## src/rtl/mem_arb_pkg.sv

```systemverilog
// Shared constants and state encoding for the unified-memory arbiter.
package mem_arb_pkg;

  localparam int unsigned WORDS     = 8;
  localparam int unsigned CNT_W     = $clog2(WORDS);
  localparam int unsigned BLK_OFF_W = 4;

  typedef enum logic [1:0] {
    IDLE   = 2'd0,
    WRITE  = 2'd1,
    FILL_I = 2'd2,
    FILL_D = 2'd3
  } state_t;

endpackage

```

## src/rtl/blk_counter.sv

```systemverilog
// Word counter within a cache block: clear has priority over increment,
// terminal count flags the last word of the block.
module blk_counter #(
  parameter int unsigned W = 3
) (
  input  logic         clk,
  input  logic         rst_n,
  input  logic         clr_i,
  input  logic         inc_i,
  output logic [W-1:0] cnt_o,
  output logic         tc_o
);

  logic [W-1:0] cnt_q, cnt_d;

  always_comb begin
    cnt_d = cnt_q;
    if (clr_i) begin
      cnt_d = '0;
    end else if (inc_i) begin
      cnt_d = cnt_q + 1'b1;
    end
  end

  always_ff @(posedge clk or negedge rst_n) begin
    if (!rst_n) begin
      cnt_q <= '0;
    end else begin
      cnt_q <= cnt_d;
    end
  end

  assign cnt_o = cnt_q;
  assign tc_o  = (cnt_q == '1);

endmodule

```

## src/rtl/mem_arbiter.sv

```systemverilog
// Arbitrates the unified memory between I-cache fills, D-cache fills and
// D-cache write-through, sequencing 8-word block fills.
module mem_arbiter
  import mem_arb_pkg::*;
#(
  parameter int unsigned ADDR_W = 16,
  parameter int unsigned DATA_W = 16
) (
  input  logic              clk,
  input  logic              rst_n,
  input  logic              i_miss,
  input  logic [ADDR_W-1:0] i_miss_addr,
  output logic              i_fill_we,
  output logic [CNT_W-1:0]  i_fill_word,
  output logic [DATA_W-1:0] i_fill_data,
  output logic              i_fill_done,
  input  logic              d_miss,
  input  logic [ADDR_W-1:0] d_miss_addr,
  output logic              d_fill_we,
  output logic [CNT_W-1:0]  d_fill_word,
  output logic [DATA_W-1:0] d_fill_data,
  output logic              d_fill_done,
  input  logic              d_wr,
  input  logic [ADDR_W-1:0] d_wr_addr,
  input  logic [DATA_W-1:0] d_wr_data,
  output logic              d_wr_ack,
  output logic              mem_en,
  output logic              mem_wr,
  output logic [ADDR_W-1:0] mem_addr,
  output logic [DATA_W-1:0] mem_wdata,
  input  logic [DATA_W-1:0] mem_rdata,
  input  logic              mem_rvalid,
  output logic              busy
);

  state_t              state_q, state_d;
  logic [ADDR_W-1:0]   addr_q, addr_d;
  logic [DATA_W-1:0]   data_q, data_d;
  logic                issue_done_q, issue_done_d;

  logic [CNT_W-1:0]    issue_cnt, ret_cnt;
  logic                issue_tc, ret_tc;
  logic                filling, issuing, ret_inc, fill_last;

  assign filling   = (state_q == FILL_I) || (state_q == FILL_D);
  assign issuing   = filling && !issue_done_q;
  assign ret_inc   = filling && mem_rvalid;
  assign fill_last = ret_inc && ret_tc;

  // The 3-bit issue counter wraps after the 8th read; issue_done_q marks that.
  blk_counter #(.W(CNT_W)) u_issue_cnt (
    .clk   (clk),
    .rst_n (rst_n),
    .clr_i (fill_last),
    .inc_i (issuing),
    .cnt_o (issue_cnt),
    .tc_o  (issue_tc)
  );

  blk_counter #(.W(CNT_W)) u_ret_cnt (
    .clk   (clk),
    .rst_n (rst_n),
    .clr_i (fill_last),
    .inc_i (ret_inc),
    .cnt_o (ret_cnt),
    .tc_o  (ret_tc)
  );

  always_ff @(posedge clk or negedge rst_n) begin
    if (!rst_n) begin
      state_q      <= IDLE;
      addr_q       <= '0;
      data_q       <= '0;
      issue_done_q <= 1'b0;
    end else begin
      state_q      <= state_d;
      addr_q       <= addr_d;
      data_q       <= data_d;
      issue_done_q <= issue_done_d;
    end
  end

  always_comb begin
    state_d      = state_q;
    addr_d       = addr_q;
    data_d       = data_q;
    issue_done_d = issue_done_q;
    case (state_q)
      IDLE: begin
        if (d_wr) begin
          state_d = WRITE;
          addr_d  = d_wr_addr;
          data_d  = d_wr_data;
        end else if (d_miss) begin
          state_d = FILL_D;
          addr_d  = d_miss_addr;
        end else if (i_miss) begin
          state_d = FILL_I;
          addr_d  = i_miss_addr;
        end
      end
      WRITE: state_d = IDLE;
      FILL_I, FILL_D: begin
        if (issuing && issue_tc) begin
          issue_done_d = 1'b1;
        end
        if (fill_last) begin
          state_d      = IDLE;
          issue_done_d = 1'b0;
        end
      end
      default: state_d = IDLE;
    endcase
  end

  always_comb begin
    mem_en      = 1'b0;
    mem_wr      = 1'b0;
    mem_addr    = '0;
    mem_wdata   = '0;
    d_wr_ack    = 1'b0;
    i_fill_we   = 1'b0;
    i_fill_word = '0;
    i_fill_done = 1'b0;
    d_fill_we   = 1'b0;
    d_fill_word = '0;
    d_fill_done = 1'b0;
    case (state_q)
      WRITE: begin
        mem_en    = 1'b1;
        mem_wr    = 1'b1;
        mem_addr  = {addr_q[ADDR_W-1:1], 1'b0};
        mem_wdata = data_q;
        d_wr_ack  = 1'b1;
      end
      FILL_I, FILL_D: begin
        if (issuing) begin
          mem_en   = 1'b1;
          mem_addr = {addr_q[ADDR_W-1:BLK_OFF_W], issue_cnt, 1'b0};
        end
        if (state_q == FILL_I) begin
          i_fill_we   = mem_rvalid;
          i_fill_word = ret_cnt;
          i_fill_done = fill_last;
        end else begin
          d_fill_we   = mem_rvalid;
          d_fill_word = ret_cnt;
          d_fill_done = fill_last;
        end
      end
      default: ;
    endcase
  end

  assign i_fill_data = mem_rdata;
  assign d_fill_data = mem_rdata;
  assign busy        = (state_q != IDLE);

endmodule

```

## config.mk

```make
export PLATFORM = sky130hd
export DESIGN_NAME = mem_arbiter
export DESIGN_NICKNAME = d
export VERILOG_FILES = /design/src/rtl/mem_arb_pkg.sv /design/src/rtl/blk_counter.sv /design/src/rtl/mem_arbiter.sv
export SDC_FILE = /design/constraint.sdc
export NUM_CORES = 1
export LEC_CHECK = 0
export ABC_AREA = 1
export BUFFER_PORTS_ARGS = -buffer_cell sky130_fd_sc_hd__buf_4
export CORE_MARGIN = 2
export CORE_UTILIZATION = 43
export CTS_CLUSTER_SIZE = 28
export DETAILED_ROUTE_END_ITERATION = 7
export PLACE_DENSITY = 0.83
export SLEW_MARGIN = 20
export SYNTH_ARGS = -nofsm -noshare
export SYNTH_HDL_FRONTEND = slang
export SYNTH_SLANG_ARGS = --single-unit
```

## constraint.sdc

```tcl
create_clock -name clk -period 1.8 [get_ports clk]
set_clock_uncertainty 0.1 [all_clocks]
set_input_delay 0 -clock clk [delete_from_list [all_inputs] [get_ports clk]]
set_output_delay 0 -clock clk [all_outputs]
set_load 0.03 [all_outputs]
```

==> run summary <==
The relative slew slack came out at 0.591. The detailed-placement wirelength estimate is 4490 um. The pin count of the biggest net entering global routing is 41. The aggregate global-route resource usage came out at 0.219. The share of the yosys chip area belonging to registers is 0.390.

The die width is 81.3 um. STA classifies the critical path startpoint as an input port. The mean post-synth cell area came out at 7.29 um^2.

The final setup violation count is 0. The core region area is 5850 um^2. The required arrival time at the worst endpoint came out at 1.87 ns.

The number of global-route vias before repair came out at 2609. The area growth from synthesis to layout is 61.2%. The repair_antennas step left the layout with diodes totalling 0. Setup repair after global routing left no endpoint under its margin. The count of final hold-check violations was 0. The maximum clock frequency is 579 MHz. The maximum net fanout on the critical path is 16. The residual DRC count is 0. In this run the static leakage power is 0.00219 uW. The wire length reported by the detailed router came out at 7480 um. The number of input and output port buffers inserted is 111.

The final critical delay including setup and external delays is 1.73 ns. The via count normalized by instance count came out at 4.73. In the final layout, the multi-input gates occupy 1050 um^2. The vertical extent of the die is 81.3 um. The xor and xnor fraction of the mapped netlist area is 0. The number of nets in the synthesized netlist came out at 442. TritonCTS built the clock tree. The number of storage elements in the synthesis netlist is 40.

The final cycle utilization of the critical path came out at 0.959. After synthesis, the largest family of logic cells by area is simple AND/OR/NAND/NOR gates. Traced cell by cell, the critical path runs through dlygate4sd3_1, buf_4, clkinvlp_4, buf_12, nand3_1, dlygate4sd3_1, nand3_1, nand2_1. The count of warnings emitted by yosys is 0. The share of cell area taken by muxes after synthesis came out at 0. The run finished with clean final reports. The aggregate global routing overflow came out at 0.

The number of nets at the end of the flow is 596. Once detail routing completed, the nets flagged for antenna violations numbered 0. In this run the deepest clock path goes through 2 buffers. Before antenna repair, the detailed router went through 4 iterations. The number of CTS-inserted buffers is 5. The summed area of non-filler cells in the final layout came out at 4140 um^2. The cell chosen for the clock root is clkbuf_8. The detail-routed net length per standard cell came out at 12.9 um. The number of library cell types mapped by synthesis came out at 23.

The instance area at placement came out at 3180 um^2. The slowest cell on the critical path is dlygate4sd3_1. In this run the worst hold path is classified as in2reg. The actual slew at the worst max-slew pin came out at 0.611 ns. The areal power density over the cells is 1360 nW/um^2.

The compound-gate portion of the synthesized area is 0.0526. The first-pass GRT wire length came out at 11200 um. Counting the fill cells in the layout gives 418. The later pin in the worst-skew pair is clocked with a latency of 0.29 ns.

Counting every instance in the synthesized netlist gives 352. In this run, the number of DRC markers left after iteration 0 of detailed routing was 102. The number of buffers and inverters on the critical path is 5. The reported max-cap violation count is 0. For this configuration, the core starts out at a cell density of 0.439.

In this run the count of I/O pins placed on the die edge is 164. Among cell families on the critical path, the largest total delay comes from buffers and inverters. The die area came out at 6600 um^2.

The sum of negative setup slack came out at 0 ns. On the worst path, the slowest cell contributes a delay of 0.57 ns. The worst setup path is of the in2reg kind. Data on the critical path arrives at its endpoint at 1.80 ns.

The final weighted congestion in routability-driven placement came out at 0.722. The netlist area before placement came out at 2570 um^2. After clock tree synthesis, the clock-pin slew on the worst setup and hold paths is 0.08 ns.

The standard-cell row count is 28. The detailed-route via count came out at 2755. The layout cell share with drive strength beyond 1 is 0.318.

The tree built by TritonCTS fans out to 40 sinks. STA classifies the critical path endpoint as a flop. The level count of the clock H-tree is 2. The number of antenna violations at the first check in global routing is 0.

The area occupied by registers came out at 1000 um^2. The post-synthesis adder-cell area fraction is 0.0195. After clock tree synthesis, the setup repair step added 0 buffers.

The final-report max-slew violation count came out at 0. The worst IR drop on VDD is 836 uV. The synthesized-area fraction occupied by and/or/nand/nor cells is 0.337.
[layer usage]
metal,GRT usage,share of wire
met5,0,0
met4,0.0797,0.014
met3,0.0533,0.069
met1,0.242,0.39
met2,0.402,0.52
[repair_timing]
action / 4_1_cts / 5_1_grt
setup endpoints to repair: 0 / 13
endpoints found under the hold margin: 107 / 0
gates resized for setup: 0 / 4
hold buffers: 79 / 0
[sequential cells by signal, indices dropped and copies added, names as in the netlist]
| signal | count |
|---|---|
| state_q | 2 |
| issue_done_q | 1 |
| u_issue_cnt.cnt_o | 3 |
| u_ret_cnt.cnt_o | 3 |
| addr_q | 15 |
| data_q | 16 |
[cells by family after synthesis]
logic type / after synthesis
compound gates: 27
simple gates: 188
flops: 40
other cells: 1
buf+inv: 92
fa+ha+maj: 4
[cell usage after synthesis]
library cell   n  share of area
a21oi_1       16          0.031
buf_12         1         0.0078
buf_2          7          0.014
buf_4         36           0.11
clkbuf_1       3         0.0044
conb_1         1         0.0015
dfrtp_1       40           0.39
ha_1           4          0.019
inv_1         40          0.058
inv_2          2         0.0029
inv_4          3         0.0073
nand2_1       73           0.11
nand2_2        4         0.0097
nand2_4        1         0.0044
nand3_1       37          0.072
nor2_1        43          0.063
nor2_2         9          0.022
nor2_4         2         0.0088
nor2_8         1         0.0078
nor3_1         3         0.0058
o21ai_0        9          0.018
o21ai_1        2         0.0039
or2_2         15          0.037
[where the power goes]
group	total, uW	internal (uW)	switching (uW)
Clock	789	489	300
Combinational	3270	1180	2090
Sequential	1580	1340	235
[layout make-up]
type / instances / area share
Inverter: 45 / 0.0435
Clock buffer: 7 / 0.0233
Tap cell: 75 / 0.0227
Timing Repair Buffer: 194 / 0.407
Clock inverter: 1 / 0.00726
Multi-Input combinational cell: 220 / 0.255
Sequential cell: 40 / 0.242
[final timing paths]
| path | startpoint | to | slack (ns) | cells past startpoint |
|---|---|---|---|---|
| setup reg to reg | state_q[1]$_DFFE_PN0P_ | data_q[0]$_DFFE_PN0P_ | 0.28 | 4 |
| hold / removal | d_miss_addr[14] | addr_q[14]$_DFFE_PN0P_ | 0.02 | 5 |
| hold reg to reg | addr_q[3]$_DFFE_PN0P_ | addr_q[3]$_DFFE_PN0P_ | 0.39 | 2 |
| setup / recovery | d_wr | addr_q[5]$_DFFE_PN0P_ | 0.07 | 8 |
| min in group asynchronous | rst_n | u_issue_cnt.cnt_o[1]$_DFFE_PN0P_ | 0.13 | 2 |
| max in group asynchronous | rst_n | addr_q[8]$_DFFE_PN0P_ | 1.13 | 2 |
[stage by stage]
step,hold slack (ns),util,std cells,total power [uW],setup slack (ns)
CTS,0.00831,0.700,581,5610,0.0471
floorplan,-0.396,-,352,3830,0.309
finish,0.0166,0.707,582,5630,0.0732
global placement,-0.0997,0.544,494,4510,0.329
detailed placement,-0.0997,0.544,494,4590,0.286
global route,0.0365,0.707,582,6040,0.0235
[cell usage in the layout, fill, tap and decap left out, drive strengths merged, types with 3 or more instances in the layout]
| master | n |
|---|---|
| buf | 114 |
| nor3 | 3 |
| a21oi | 16 |
| nand3 | 37 |
| ha | 4 |
| dfrtp | 40 |
| nand2 | 78 |
| dlygate4sd3 | 79 |
| clkbuf | 8 |
| or2 | 15 |
| nor2 | 55 |
| inv | 44 |
| o21ai | 11 |
[tightest hold or removal path, cell delays in order]
cell and delay [ns]:
buf_4 0.08, nand2_1 0.06, nand3_1 0.09, nand3_1 0.08, nand2_1 0.06
No activity file was read; power rests on OpenSTA's default activity.
